<file path="config.mk">
export PLATFORM = sky130hd
export DESIGN_NAME = writeback_arbiter_escalar
export DESIGN_NICKNAME = d
export VERILOG_FILES = /design/src/rtl/escalar_pkg.sv /design/src/rtl/wb_fifo.sv /design/src/rtl/writeback_arbiter_escalar.sv
export SDC_FILE = /design/constraint.sdc
export NUM_CORES = 1
export LEC_CHECK = 0
export ABC_CLOCK_PERIOD_IN_PS = 6800
export CORE_UTILIZATION = 49
export DETAILED_ROUTE_END_ITERATION = 6
export GPL_TIMING_DRIVEN = 0
export HOLD_SLACK_MARGIN = 0.05
export MAX_ROUTING_LAYER = met4
export PLACE_DENSITY = 0.72
export SLEW_MARGIN = 5
export SYNTH_ARGS = -nofsm -noshare
export SYNTH_HDL_FRONTEND = slang
export SYNTH_HIERARCHICAL = 1
export SYNTH_SLANG_ARGS = --single-unit
</file>
<file path="constraint.sdc">
create_clock -name clk -period 6.8 [get_ports clk]
set_clock_uncertainty 0.1 [all_clocks]
set_input_delay 1.02 -clock clk [delete_from_list [all_inputs] [get_ports clk]]
set_output_delay 1.02 -clock clk [all_outputs]
set_load 0.1 [all_outputs]
</file>
<file path="src/rtl/escalar_pkg.sv">
// rtl/escalar_pkg.sv - shared types and constants for the scalar writeback path
package escalar_pkg;

    localparam int REGISTERS = 16;
    localparam int WIDTH     = 16;
    localparam int AW        = $clog2(REGISTERS);

    // One queued load return; live drops to 0 when a younger ALU write supersedes it.
    typedef struct packed {
        logic             live;
        logic [AW-1:0]    rd;
        logic [WIDTH-1:0] data;
    } wb_entry_t;

    // Register-file write request as presented on we3/a3/wd3.
    typedef struct packed {
        logic             valid;
        logic [AW-1:0]    rd;
        logic [WIDTH-1:0] data;
    } wb_req_t;

endpackage

</file>
<file path="src/rtl/wb_fifo.sv">
// rtl/wb_fifo.sv - load-return circular buffer with squash-by-address
// Ports:
//   clk, rst_n                 clock, asynchronous active-low reset
//   push, push_rd, push_data   enqueue a load (ignored when full)
//   pop                        dequeue the head (ignored when empty)
//   squash_valid, squash_rd    clear live on every entry (queued or being pushed) with rd==squash_rd
//   head                       entry at the read pointer
//   count                      number of queued entries
module wb_fifo
    import escalar_pkg::*;
#(
    parameter  int DEPTH = 4,
    localparam int PW    = $clog2(DEPTH),
    localparam int CW    = $clog2(DEPTH + 1)
) (
    input  logic             clk,
    input  logic             rst_n,
    input  logic             push,
    input  logic [AW-1:0]    push_rd,
    input  logic [WIDTH-1:0] push_data,
    input  logic             pop,
    input  logic             squash_valid,
    input  logic [AW-1:0]    squash_rd,
    output wb_entry_t        head,
    output logic [CW-1:0]    count
);

    wb_entry_t     entries_q [DEPTH];
    wb_entry_t     entries_d [DEPTH];
    logic [PW-1:0] wr_ptr_q, wr_ptr_d;
    logic [PW-1:0] rd_ptr_q, rd_ptr_d;
    logic [CW-1:0] count_q, count_d;
    logic          push_ok;
    logic          pop_ok;

    // Guard internally so a misbehaving caller can never corrupt the pointers.
    assign push_ok = push && (count_q != CW'(DEPTH));
    assign pop_ok  = pop  && (count_q != '0);

    always_comb begin
        entries_d = entries_q;
        wr_ptr_d  = wr_ptr_q;
        rd_ptr_d  = rd_ptr_q;
        count_d   = count_q;

        if (squash_valid) begin
            for (int i = 0; i < DEPTH; i++) begin
                if (entries_q[i].rd == squash_rd) begin
                    entries_d[i].live = 1'b0;
                end
            end
        end

        if (pop_ok) begin
            entries_d[rd_ptr_q].live = 1'b0;
            rd_ptr_d = rd_ptr_q + 1'b1;
        end

        // A load arriving alongside a same-address ALU result is older, so it lands dead.
        if (push_ok) begin
            entries_d[wr_ptr_q].live = !(squash_valid && (push_rd == squash_rd));
            entries_d[wr_ptr_q].rd   = push_rd;
            entries_d[wr_ptr_q].data = push_data;
            wr_ptr_d = wr_ptr_q + 1'b1;
        end

        case ({push_ok, pop_ok})
            2'b10:   count_d = count_q + 1'b1;
            2'b01:   count_d = count_q - 1'b1;
            default: count_d = count_q;
        endcase
    end

    always_ff @(posedge clk or negedge rst_n) begin
        if (!rst_n) begin
            for (int i = 0; i < DEPTH; i++) begin
                entries_q[i] <= '0;
            end
            wr_ptr_q <= '0;
            rd_ptr_q <= '0;
            count_q  <= '0;
        end else begin
            entries_q <= entries_d;
            wr_ptr_q  <= wr_ptr_d;
            rd_ptr_q  <= rd_ptr_d;
            count_q   <= count_d;
        end
    end

    assign head  = entries_q[rd_ptr_q];
    assign count = count_q;

endmodule

</file>
<file path="src/rtl/writeback_arbiter_escalar.sv">
// rtl/writeback_arbiter_escalar.sv - merges ALU and load results onto the register-file write port
// Ports:
//   clk, rst_n                      clock, asynchronous active-low reset
//   alu_valid, alu_rd, alu_data     ALU result (always wins the port)
//   alu_stall                       FIFO full; upstream must hold alu_valid low
//   mem_valid, mem_rd, mem_data     load return offer
//   mem_ready                       FIFO has room this cycle
//   we3, a3, wd3                    registered register-file write port
//   fifo_count, idle                queued loads; nothing queued and no write pending
module writeback_arbiter_escalar
    import escalar_pkg::*;
#(
    parameter  int DEPTH = 4,
    localparam int CW    = $clog2(DEPTH + 1)
) (
    input  logic             clk,
    input  logic             rst_n,
    input  logic             alu_valid,
    input  logic [AW-1:0]    alu_rd,
    input  logic [WIDTH-1:0] alu_data,
    output logic             alu_stall,
    input  logic             mem_valid,
    output logic             mem_ready,
    input  logic [AW-1:0]    mem_rd,
    input  logic [WIDTH-1:0] mem_data,
    output logic             we3,
    output logic [AW-1:0]    a3,
    output logic [WIDTH-1:0] wd3,
    output logic [CW-1:0]    fifo_count,
    output logic             idle
);

    wb_entry_t fifo_head;
    logic      fifo_push;
    logic      fifo_pop;
    logic      fifo_nonempty;
    wb_req_t   wb_q, wb_d;

    // Flow control comes only from the registered count: no input-to-output path.
    assign mem_ready     = (fifo_count != CW'(DEPTH));
    assign alu_stall     = (fifo_count == CW'(DEPTH));
    assign fifo_nonempty = (fifo_count != '0);
    assign fifo_push     = mem_valid && mem_ready;
    assign fifo_pop      = !alu_valid && fifo_nonempty;

    wb_fifo #(.DEPTH(DEPTH)) u_fifo (
        .clk          (clk),
        .rst_n        (rst_n),
        .push         (fifo_push),
        .push_rd      (mem_rd),
        .push_data    (mem_data),
        .pop          (fifo_pop),
        .squash_valid (alu_valid),
        .squash_rd    (alu_rd),
        .head         (fifo_head),
        .count        (fifo_count)
    );

    // A squashed head still takes its slot: it is presented with valid=0.
    always_comb begin
        wb_d = '{valid: 1'b0, rd: wb_q.rd, data: wb_q.data};
        if (alu_valid) begin
            wb_d = '{valid: 1'b1, rd: alu_rd, data: alu_data};
        end else if (fifo_nonempty) begin
            wb_d = '{valid: fifo_head.live, rd: fifo_head.rd, data: fifo_head.data};
        end
    end

    always_ff @(posedge clk or negedge rst_n) begin
        if (!rst_n) begin
            wb_q <= '0;
        end else begin
            wb_q <= wb_d;
        end
    end

    assign we3  = wb_q.valid;
    assign a3   = wb_q.rd;
    assign wd3  = wb_q.data;
    assign idle = !fifo_nonempty && !wb_q.valid;

endmodule
</file>
==> results.sh, run 1 <==
export IMPL_grt_setup_unrepaired="false"
export IMPL_antenna_found_initial=0
export IMPL_post_cts_setup_buffer_count=0
export IMPL_ir_drop_mv=0.202
export IMPL_gr_total_overflow=0
export IMPL_ys_seq_elements=112
export IMPL_synth_cells=587
export IMPL_slowest_delay_ns=1.14
export IMPL_critPathRequiredTime_ns=5.68
export IMPL_io_buffers=70
export IMPL_worstMarginPinSlew_ns=0.981
export IMPL_die_area_um2=12300
export IMPL_start_util_pct=50.5
export IMPL_ys_warn_count=6
export IMPL_stdcell_count=817
export IMPL_wl_per_cell_um=18.0
export IMPL_clkTransAtPathRegs_ns=0.08
export IMPL_cts_tree="yes"
export IMPL_path_class="reg -> out"
export IMPL_grt_start_max_net_pins=65
export IMPL_arrival_ns=2.64
export IMPL_slew_limit_headroom_pct=34.4
export IMPL_slew_viol_final=0
export IMPL_cts_max_path_buffers=2
export IMPL_wl_um=14700
export IMPL_path_cells="buf_2 -> buf_2 -> nor2_1 -> and2_1 -> clkdlybuf4s50_1"
export IMPL_synth_net_count=641
export IMPL_grt_pass1_vias=4532
export IMPL_status="finished with violations"
export IMPL_layout_drive_gt1_share_pct=11.9
export IMPL_worstSetupEndpointType="primary output"
export IMPL_cts_made_buffers=9
export IMPL_syn_area_um2=5820
export IMPL_min_period_ns=3.76
export IMPL_cts_resized=0
export IMPL_core_rowCount=39
export IMPL_dp_cells=801
export IMPL_critical_path_slowest_cell="clkdlybuf4s50_1"
export IMPL_avgSynthCellArea_um2=9.91
export IMPL_cp_common_cell="buf_2"
export IMPL_coreArea_um2=11500
export IMPL_layout_nets=723
export IMPL_hold_path_class="reg -> reg"
export IMPL_yosysUniqueCellTypes=30
export IMPL_clk_latency_ns=0.35
export IMPL_drc_errors=22
export IMPL_hold_viol=0
export IMPL_fin_crit_sh_pct=55.3
export IMPL_fin_util_pct=61.0
export IMPL_synth_flop_cell="dfrtp_1"
export IMPL_clockRootBuffer="clkbuf_16"
export IMPL_htree_levels=3
export IMPL_async_flop_share_pct=100
export IMPL_cp_max_fo=10
export IMPL_fin_setup_tns_ns=0
export IMPL_place_gp_congestion=0.871
export IMPL_ant_nets=0
export IMPL_crit_buf_inv=3
export IMPL_first_pass_iters=7
export IMPL_synth_edf_count=0
export IMPL_p_per_area_nw_per_um2=535
export IMPL_seq_area_frac_synth_pct=48.2
export IMPL_drt_iter0_drc=450
export IMPL_crit_family="buffers and inverters"
export IMPL_die_width_um=111
export IMPL_hpwl_um=10100
export IMPL_drv_cap=0
export IMPL_fillCellCount=952
export IMPL_grt_pass1_wl_um=23600
export IMPL_clkSinkCount=112
export IMPL_max_freq_ghz=0.266
export IMPL_area_growth_pct=20.8
export IMPL_vias=4525
export IMPL_multi_input_area_um2=2670
export IMPL_cellLeakagePower_nw=3.26
export IMPL_grt_util_all_layers_pct=25.6
export IMPL_register_area_um2=2800
export IMPL_routed_via_density=5.54
export IMPL_die_h_um=111
export IMPL_setup_viol=0
export IMPL_violations="design-rule violations"
export IMPL_io_pins=71
export IMPL_cp_start_kind="flop"
export IMPL_cts_hold_buf=0
export IMPL_diodes=0
[worst register-to-register path: cells and delay by family (launching register included)]
family / cells / cell delay (ns)
simple gates: 2 / 0.38
flops: 1 / 0.42
compound gates: 2 / 0.87
fa+ha+maj: 2 / 0.70
buf+inv: 3 / 0.54
[where the power goes]
part           total (mW)  internal [mW]  switching [mW]  leakage [nW]
sequential           1.17          0.972           0.197          1.38
clock               0.529          0.261           0.268         0.143
combinational        2.06          0.765            1.30          1.73
total                3.76           2.00            1.76          3.26
[cell type report]
cell class / instances / share of cell area, %
multi-input cells: 423 / 38.0
clock inverters: 7 / 1.07
plain buffers: 45 / 4.52
repair buffers: 71 / 10.4
clock buffers: 9 / 3.21
well taps: 143 / 2.55
inverters: 7 / 0.374
flip-flops and latches: 112 / 39.9
[sequential cells by signal, summed over array words and instances, names as in the netlist]
name / cells
wd3: 16
a3: 4
u_fifo/wr_ptr_q: 2
u_fifo/rd_ptr_q: 2
u_fifo/entries_q: 84
u_fifo/count: 3
we3: 1
[Yosys cell counts, types with 5 or more instances]
cell	count	share of area, %
buf_2	11	0.95
buf_4	8	1.0
buf_6	14	2.7
clkbuf_1	11	0.71
dfrtp_1	112	48
ha_1	9	1.9
inv_1	7	0.45
mux4_2	21	8.1
nand2_1	253	16
nand2b_1	20	2.2
nor4_1	5	0.54
nor4b_1	20	3.0
o31a_1	41	6.2
xnor2_1	8	1.2
xor2_1	17	2.6
[worst paths after layout]
kind	from	end	slack (ns)	cells after the start
setup / recovery	u_fifo/count[1]	alu_stall	3.04	5
hold / removal	u_fifo/entries_q[33]	u_fifo/entries_q[33]	0.38	2
setup reg to reg	u_fifo/count[1]	u_fifo/count[1]	3.70	9
hold reg to reg	u_fifo/entries_q[33]	u_fifo/entries_q[33]	0.38	2
max in group asynchronous	rst_n	u_fifo/entries_q[19]	5.44	2
min in group asynchronous	rst_n	wd3[0]	0.50	1
[cell usage in the layout, fill, tap and decap left out, types with 9 or more instances in the layout]
cell	instances
buf_2	11
mux4_2	21
nand2b_1	20
dfrtp_1	112
nor4b_1	20
nand2_1	253
clkbuf_1	11
buf_6	15
clkdlybuf4s50_1	69
ha_1	9
o31a_1	41
clkbuf_16	9
xor2_1	17
[layer usage]
metal | GRT usage [%] | vias up | wire [um]
met1 | 34.7 | 2217 | 6590
li1 | - | 2127 | -
met3 | 3.50 | 18 | 919
met2 | 40.6 | 163 | 7010
met4 | 7.12 | 0 | 210
met5 | - | - | 0
[cell families after synthesis]
logic type               share of synthesized area [%]
AO/OA/AOI/OAI                                     7.03
XOR/XNOR                                          3.76
adder cells (fa/ha/maj)                           2.28
buffers and inverters                             5.92
flip-flops                                        48.2
multiplexers                                      8.32
AND/OR/NAND/NOR                                   24.5
[per-stage QoR]
step	hold slack [ns]	instance area (um2)	worst slack [ns]	total power, mW
final	0.376	7030	3.04	3.76
after global routing	0.399	7030	2.95	3.97
after CTS	0.381	7030	3.04	3.76
after detailed placement	0.361	6730	2.83	3.22
after global placement	0.351	6700	0.431	3.17
after floorplan	0.340	5820	2.97	2.68
Power figures use the tool's default switching activity.
==> run 2, diff against run 1 <==
- ABC_CLOCK_PERIOD_IN_PS: 6800 -> 3300
- PLACE_DENSITY: 0.72 -> 0.74
- clock period: 6.8 -> 3.3 ns (I/O delays scaled with it)
==> run 2 against run 1 <==
Compared with the run above: design area up 0.82%; highest routed layer unchanged; worst hold slack better by 0.0010 ns; sequential share of layout area fell by 0.29 points; core utilization is 0.50 points higher; the run still ends with design-rule violations left; global-route usage grew 0.90 points; register-to-register slack lost 3.2 ns; via count rose by 2.0%; clock-buffer cell count did not move; largest cell class unchanged; final cell count rose by 0.12%; first-iteration DRC count increased by 3.6%; critical path depth fell by 1; clock power rose by 130%.
==> results.sh, run 2 (same netlist as run 1, synthesis figures left out) <==
export IMPL_status="finished with violations"
export IMPL_violations="design-rule violations"
export IMPL_clockRootBuffer="clkbuf_16"
export IMPL_swShare_pct=46.1
export IMPL_dpl_cell_area_um2=6730
export IMPL_layout_nets=724
export IMPL_die_width_um=111
export IMPL_cts_tree="yes"
export IMPL_grt_pass1_vias=4620
export IMPL_multi_input_area_um2=2680
export IMPL_setup_viol=0
export IMPL_pwr_share_seq_pct=30.7
export IMPL_clk_latency_ns=0.35
export IMPL_slowest_delay_ns=1.13
export IMPL_drt_iter0_drc=466
export IMPL_crit_buf_inv=2
export IMPL_routed_via_density=5.64
export IMPL_slew_viol_final=0
export IMPL_drv_cap=0
export IMPL_slew_limit_headroom_pct=34.1
export IMPL_die_h_um=111
export IMPL_start_util_pct=50.5
export IMPL_clkSinkCount=112
export IMPL_hold_viol=0
export IMPL_clkTransAtPathRegs_ns=0.07
export IMPL_cp_start_kind="flop"
export IMPL_drc_errors=22
export IMPL_cts_made_buffers=9
export IMPL_ant_nets=0
export IMPL_hpwl_um=10300
export IMPL_whs_ns=0.378
export IMPL_largest_register_ffs=84
export IMPL_die_area_um2=12300
export IMPL_cellLeakagePower_nw=3.30
export IMPL_critical_path_slowest_cell="clkdlybuf4s50_1"
export IMPL_p_sw_mw=3.65
export IMPL_worstSetupEndpointType="primary output"
export IMPL_fin_util_pct=61.5
export IMPL_layout_drive_gt1_share_pct=12.4
export IMPL_area_growth_pct=21.8
export IMPL_crit_family="buffers and inverters"
export IMPL_wl_um=14900
export IMPL_fillCellCount=967
export IMPL_diodes=0
export IMPL_p_per_area_nw_per_um2=1120
export IMPL_wl_per_cell_um=18.2
export IMPL_ir_drop_mv=0.350
export IMPL_comb_power_share_pct=54.0
export IMPL_htree_levels=3
export IMPL_coreArea_um2=11500
export IMPL_arrival_ns=2.60
export IMPL_path_cells="buf_2 -> or3_1 -> nor2_2 -> clkdlybuf4s50_1"
export IMPL_io_buffers=70
export IMPL_antenna_found_initial=0
export IMPL_setup_ws_ns=0.102
export IMPL_critPathRequiredTime_ns=2.70
export IMPL_register_area_um2=2810
export IMPL_cp_max_fo=6
export IMPL_grt_start_max_net_pins=58
export IMPL_p_clk_share_pct=15.3
export IMPL_grt_pass1_wl_um=24300
export IMPL_max_freq_ghz=0.313
export IMPL_layout_common_cells="nand2_1 (253), dfrtp_1 (110), clkdlybuf4s50_1 (68), o31a_1 (41), mux4_2 (21)"
export IMPL_gr_total_overflow=0
export IMPL_fin_area_um2=7080
export IMPL_io_pins=71
export IMPL_total_power_mw=7.92
export IMPL_fin_crit_sh_pct=96.9
export IMPL_cts_max_path_buffers=2
export IMPL_power_internal_mw=4.27
export IMPL_min_period_ns=3.20
export IMPL_post_place_ws_ns=-0.261
export IMPL_worstMarginPinSlew_ns=0.985
export IMPL_vias=4616
export IMPL_place_gp_congestion=0.907
export IMPL_grt_util_all_layers_pct=26.5
export IMPL_grt_setup_unrepaired="false"
export IMPL_first_pass_iters=7
export IMPL_regMostFlops="u_fifo/entries_q"
export IMPL_layout_commonest_cell="nand2_1"
export IMPL_core_rowCount=39
export IMPL_path_class="reg -> out"
export IMPL_hold_path_class="reg -> reg"
[run 2: area by class of cell]
type / count / share of cell area, %
Multi-Input combinational cell: 423 / 37.8
Timing Repair Buffer: 72 / 10.5
Clock buffer: 9 / 3.18
Buffer: 45 / 4.49
Clock inverter: 7 / 1.57
Sequential cell: 112 / 39.6
Inverter: 7 / 0.371
Tap cell: 143 / 2.53
[run 2: power by group through the flow]
| stage | Sequential [mW] | Combinational, mW | Clock, mW |
|---|---|---|---|
| after global placement | 2.40 | 4.15 | 0 |
| after CTS | 2.42 | 4.27 | 1.23 |
| after global routing | 2.50 | 4.56 | 1.29 |
| after detailed placement | 2.44 | 4.23 | 0 |
| after floorplan | 3.27 | 2.26 | 0 |
| final | 2.43 | 4.28 | 1.21 |
[run 2: worst min-delay path, cell delays in order (launching register included)]
cell and delay [ns]:
dfrtp_1 0.34, nand2_1 0.05, nand2_1 0.05
[run 2: worst paths after layout]
kind	from	end	slack [ns]	cells after the start
setup / recovery	u_fifo/count[1]	idle	0.10	4
hold / removal	u_fifo/entries_q[22]	u_fifo/entries_q[22]	0.38	2
setup reg to reg	u_fifo/count[1]	u_fifo/count[2]	0.49	11
hold reg to reg	u_fifo/entries_q[22]	u_fifo/entries_q[22]	0.38	2
max in group asynchronous	rst_n	u_fifo/entries_q[51]	1.87	3
min in group asynchronous	rst_n	u_fifo/count[2]	0.59	2
[run 2: per-stage QoR]
stage                     std cells  setup TNS, ns
after floorplan                 587              0
after global placement          800        -281.84
after detailed placement        801         -0.521
after CTS                       818              0
after global routing            818              0
final                           818              0
[run 2: what timing repair did]
item,4_1_cts,5_1_grt
gates cloned,0,0
resized for setup,1,2
pin swaps,0,0
endpoints found under the setup margin,2,3
setup buffers,0,0
hold buffers,1,0
hold endpoints to repair,56,0
[run 2: layer usage]
metal	GRT usage, %	wire length (um)	vias up
li1	-	-	2122
met1	34.5	6420	2279
met2	41.3	7090	185
met3	3.94	1000	30
met4	12.0	396	0
met5	-	0	-
==> run 3, diff against run 2 <==
- CTS_BUF_LIST: unset -> sky130_fd_sc_hd__clkbuf_4 sky130_fd_sc_hd__clkbuf_8 sky130_fd_sc_hd__clkbuf_16
- SETUP_SLACK_MARGIN: unset -> 0.1
==> run 3 against run 2 <==
Compared with the run above: the flow still finishes with violations (design-rule violations); critical path type unchanged; global-route usage up 0.26 points; final cell count unchanged; register-to-register slack worse by 0.04 ns; sequential share of layout area is 0.30 points higher; clock-buffer cell count is the same.
==> results.sh, run 3 (same netlist as run 1, synthesis figures left out) <==
export IMPL_status="finished with violations"
export IMPL_violations="design-rule violations"
export IMPL_io_buffers=70
export IMPL_crit_family="buffers and inverters"
export IMPL_regMostFlops="u_fifo/entries_q"
export IMPL_clk_latency_ns=0.35
export IMPL_grt_start_max_net_pins=93
export IMPL_place_gp_congestion=0.839
export IMPL_hold_path_class="reg -> reg"
export IMPL_grt_pass1_vias=4661
export IMPL_ant_nets=0
export IMPL_antenna_found_initial=0
export IMPL_diodes=0
export IMPL_layout_common_cells="nand2_1 (253), dfrtp_1 (110), clkdlybuf4s50_1 (66), o31a_1 (41), mux4_2 (21)"
export IMPL_layout_drive_gt1_share_pct=12.4
export IMPL_arrival_ns=2.42
export IMPL_comb_power_share_pct=55.1
export IMPL_dpl_cell_area_um2=6730
export IMPL_grt_pass1_wl_um=24700
export IMPL_cts_made_buffers=9
export IMPL_slew_viol_final=0
export IMPL_slew_limit_headroom_pct=34.3
export IMPL_p_sw_mw=3.67
export IMPL_post_cts_setup_buffer_count=0
export IMPL_htree_levels=3
export IMPL_power_internal_mw=4.11
export IMPL_first_pass_iters=7
export IMPL_hold_viol=0
export IMPL_fin_area_um2=7030
export IMPL_start_util_pct=50.5
export IMPL_hpwl_um=10300
export IMPL_cts_max_path_buffers=2
export IMPL_multi_input_area_um2=2680
export IMPL_path_class="reg -> out"
export IMPL_core_rowCount=39
export IMPL_worstMarginPinSlew_ns=0.983
export IMPL_path_cells="buf_2 -> buf_2 -> nor2_1 -> and2_1 -> dlygate4sd2_1"
export IMPL_drt_iter0_drc=484
export IMPL_fillCellCount=976
export IMPL_die_area_um2=12300
export IMPL_layout_nets=724
export IMPL_post_place_ws_ns=-0.0134
export IMPL_register_area_um2=2810
export IMPL_worstSetupEndpointType="primary output"
export IMPL_critical_path_slowest_cell="dlygate4sd2_1"
export IMPL_cp_common_cell="buf_2"
export IMPL_pwr_share_seq_pct=31.2
export IMPL_gr_total_overflow=0
export IMPL_slowest_delay_ns=0.86
export IMPL_setup_viol=0
export IMPL_coreArea_um2=11500
export IMPL_wl_um=15300
export IMPL_clkTransAtPathRegs_ns=0.08
export IMPL_crit_buf_inv=3
export IMPL_layout_commonest_cell="nand2_1"
export IMPL_cellLeakagePower_nw=3.27
export IMPL_drc_errors=20
export IMPL_swShare_pct=47.2
export IMPL_setup_ws_ns=0.281
export IMPL_die_h_um=111
export IMPL_cp_start_kind="flop"
export IMPL_clockRootBuffer="clkbuf_16"
export IMPL_ir_drop_mv=0.424
export IMPL_clkSinkCount=112
export IMPL_largest_register_ffs=84
export IMPL_vias=4603
export IMPL_fin_util_pct=61.0
export IMPL_critPathRequiredTime_ns=2.70
export IMPL_grt_util_all_layers_pct=26.7
export IMPL_cts_tree="yes"
export IMPL_max_freq_ghz=0.331
export IMPL_area_growth_pct=20.8
export IMPL_fin_crit_sh_pct=91.5
export IMPL_routed_via_density=5.63
export IMPL_drv_cap=0
export IMPL_min_period_ns=3.02
export IMPL_die_width_um=111
export IMPL_io_pins=71
export IMPL_grt_setup_unrepaired="true"
export IMPL_cp_max_fo=10
export IMPL_p_per_area_nw_per_um2=1110
export IMPL_p_clk_share_pct=13.7
export IMPL_wl_per_cell_um=18.7
[run 3: cell count changes in the layout (fill, tap and decap cells not counted), sizes merged]
cell	previous run	this run
dlygate4sd2	0	2
inv	10	11
clkinv	2	3
clkdlybuf4s50	68	66
bufinv	2	0
[run 3: worst paths after layout]
check | startpoint | to | slack, ns | cells past startpoint
max in group asynchronous | rst_n | u_fifo/entries_q[66] | 1.87 | 3
hold reg to reg | u_fifo/entries_q[34] | u_fifo/entries_q[34] | 0.38 | 2
min in group asynchronous | rst_n | u_fifo/count[0] | 0.46 | 2
setup reg to reg | u_fifo/count[1] | u_fifo/count[2] | 0.45 | 11
setup / recovery | u_fifo/count[1] | alu_stall | 0.28 | 5
hold / removal | u_fifo/entries_q[34] | u_fifo/entries_q[34] | 0.38 | 2
[run 3: worst min-delay path: stages (launching register included)]
cell	delay (ns)
dfrtp_1	0.34
nand2_1	0.05
nand2_1	0.05
[run 3: layout make-up]
cell class | count | area share [%]
flip-flops and latches | 112 | 39.9
multi-input cells | 423 | 38.1
repair buffers | 72 | 10.5
plain buffers | 45 | 4.52
clock buffers | 9 | 3.20
well taps | 143 | 2.55
clock inverters | 7 | 0.854
inverters | 7 | 0.374
[run 3: repair_timing]
item / 4_1_cts / 5_1_grt
endpoints found under the setup margin: 2 / 3
hold endpoints to repair: 20 / 0
resized for setup: 2 / 2
hold buffers: 1 / 0
[run 3: metrics by stage]
stage	TNS [ns]	cells	total power, mW	hold WS (ns)
after floorplan	0	587	5.54	0.0994
after global placement	-288.72	800	6.55	0.353
after detailed placement	-0.0134	801	6.67	0.262
after CTS	0	818	7.76	0.378
after global routing	0	818	8.20	0.395
final	0	818	7.78	0.379
[run 3: metal layers]
layer  vias to the layer above  global-route usage (%)  wire length, um
met3                        22                    4.54             1060
met1                      2265                    35.6             6790
li1                       2128                       -                -
met4                         0                    9.04              268
met2                       188                    41.8             7150
met5                         -                       -                0
[run 3: power groups by stage]
stage,Clock (mW),Combinational (mW),Sequential [mW]
after global placement,0,4.15,2.39
final,1.06,4.29,2.43
after CTS,1.08,4.27,2.41
after floorplan,0,2.26,3.27
after detailed placement,0,4.24,2.43
after global routing,1.14,4.57,2.49
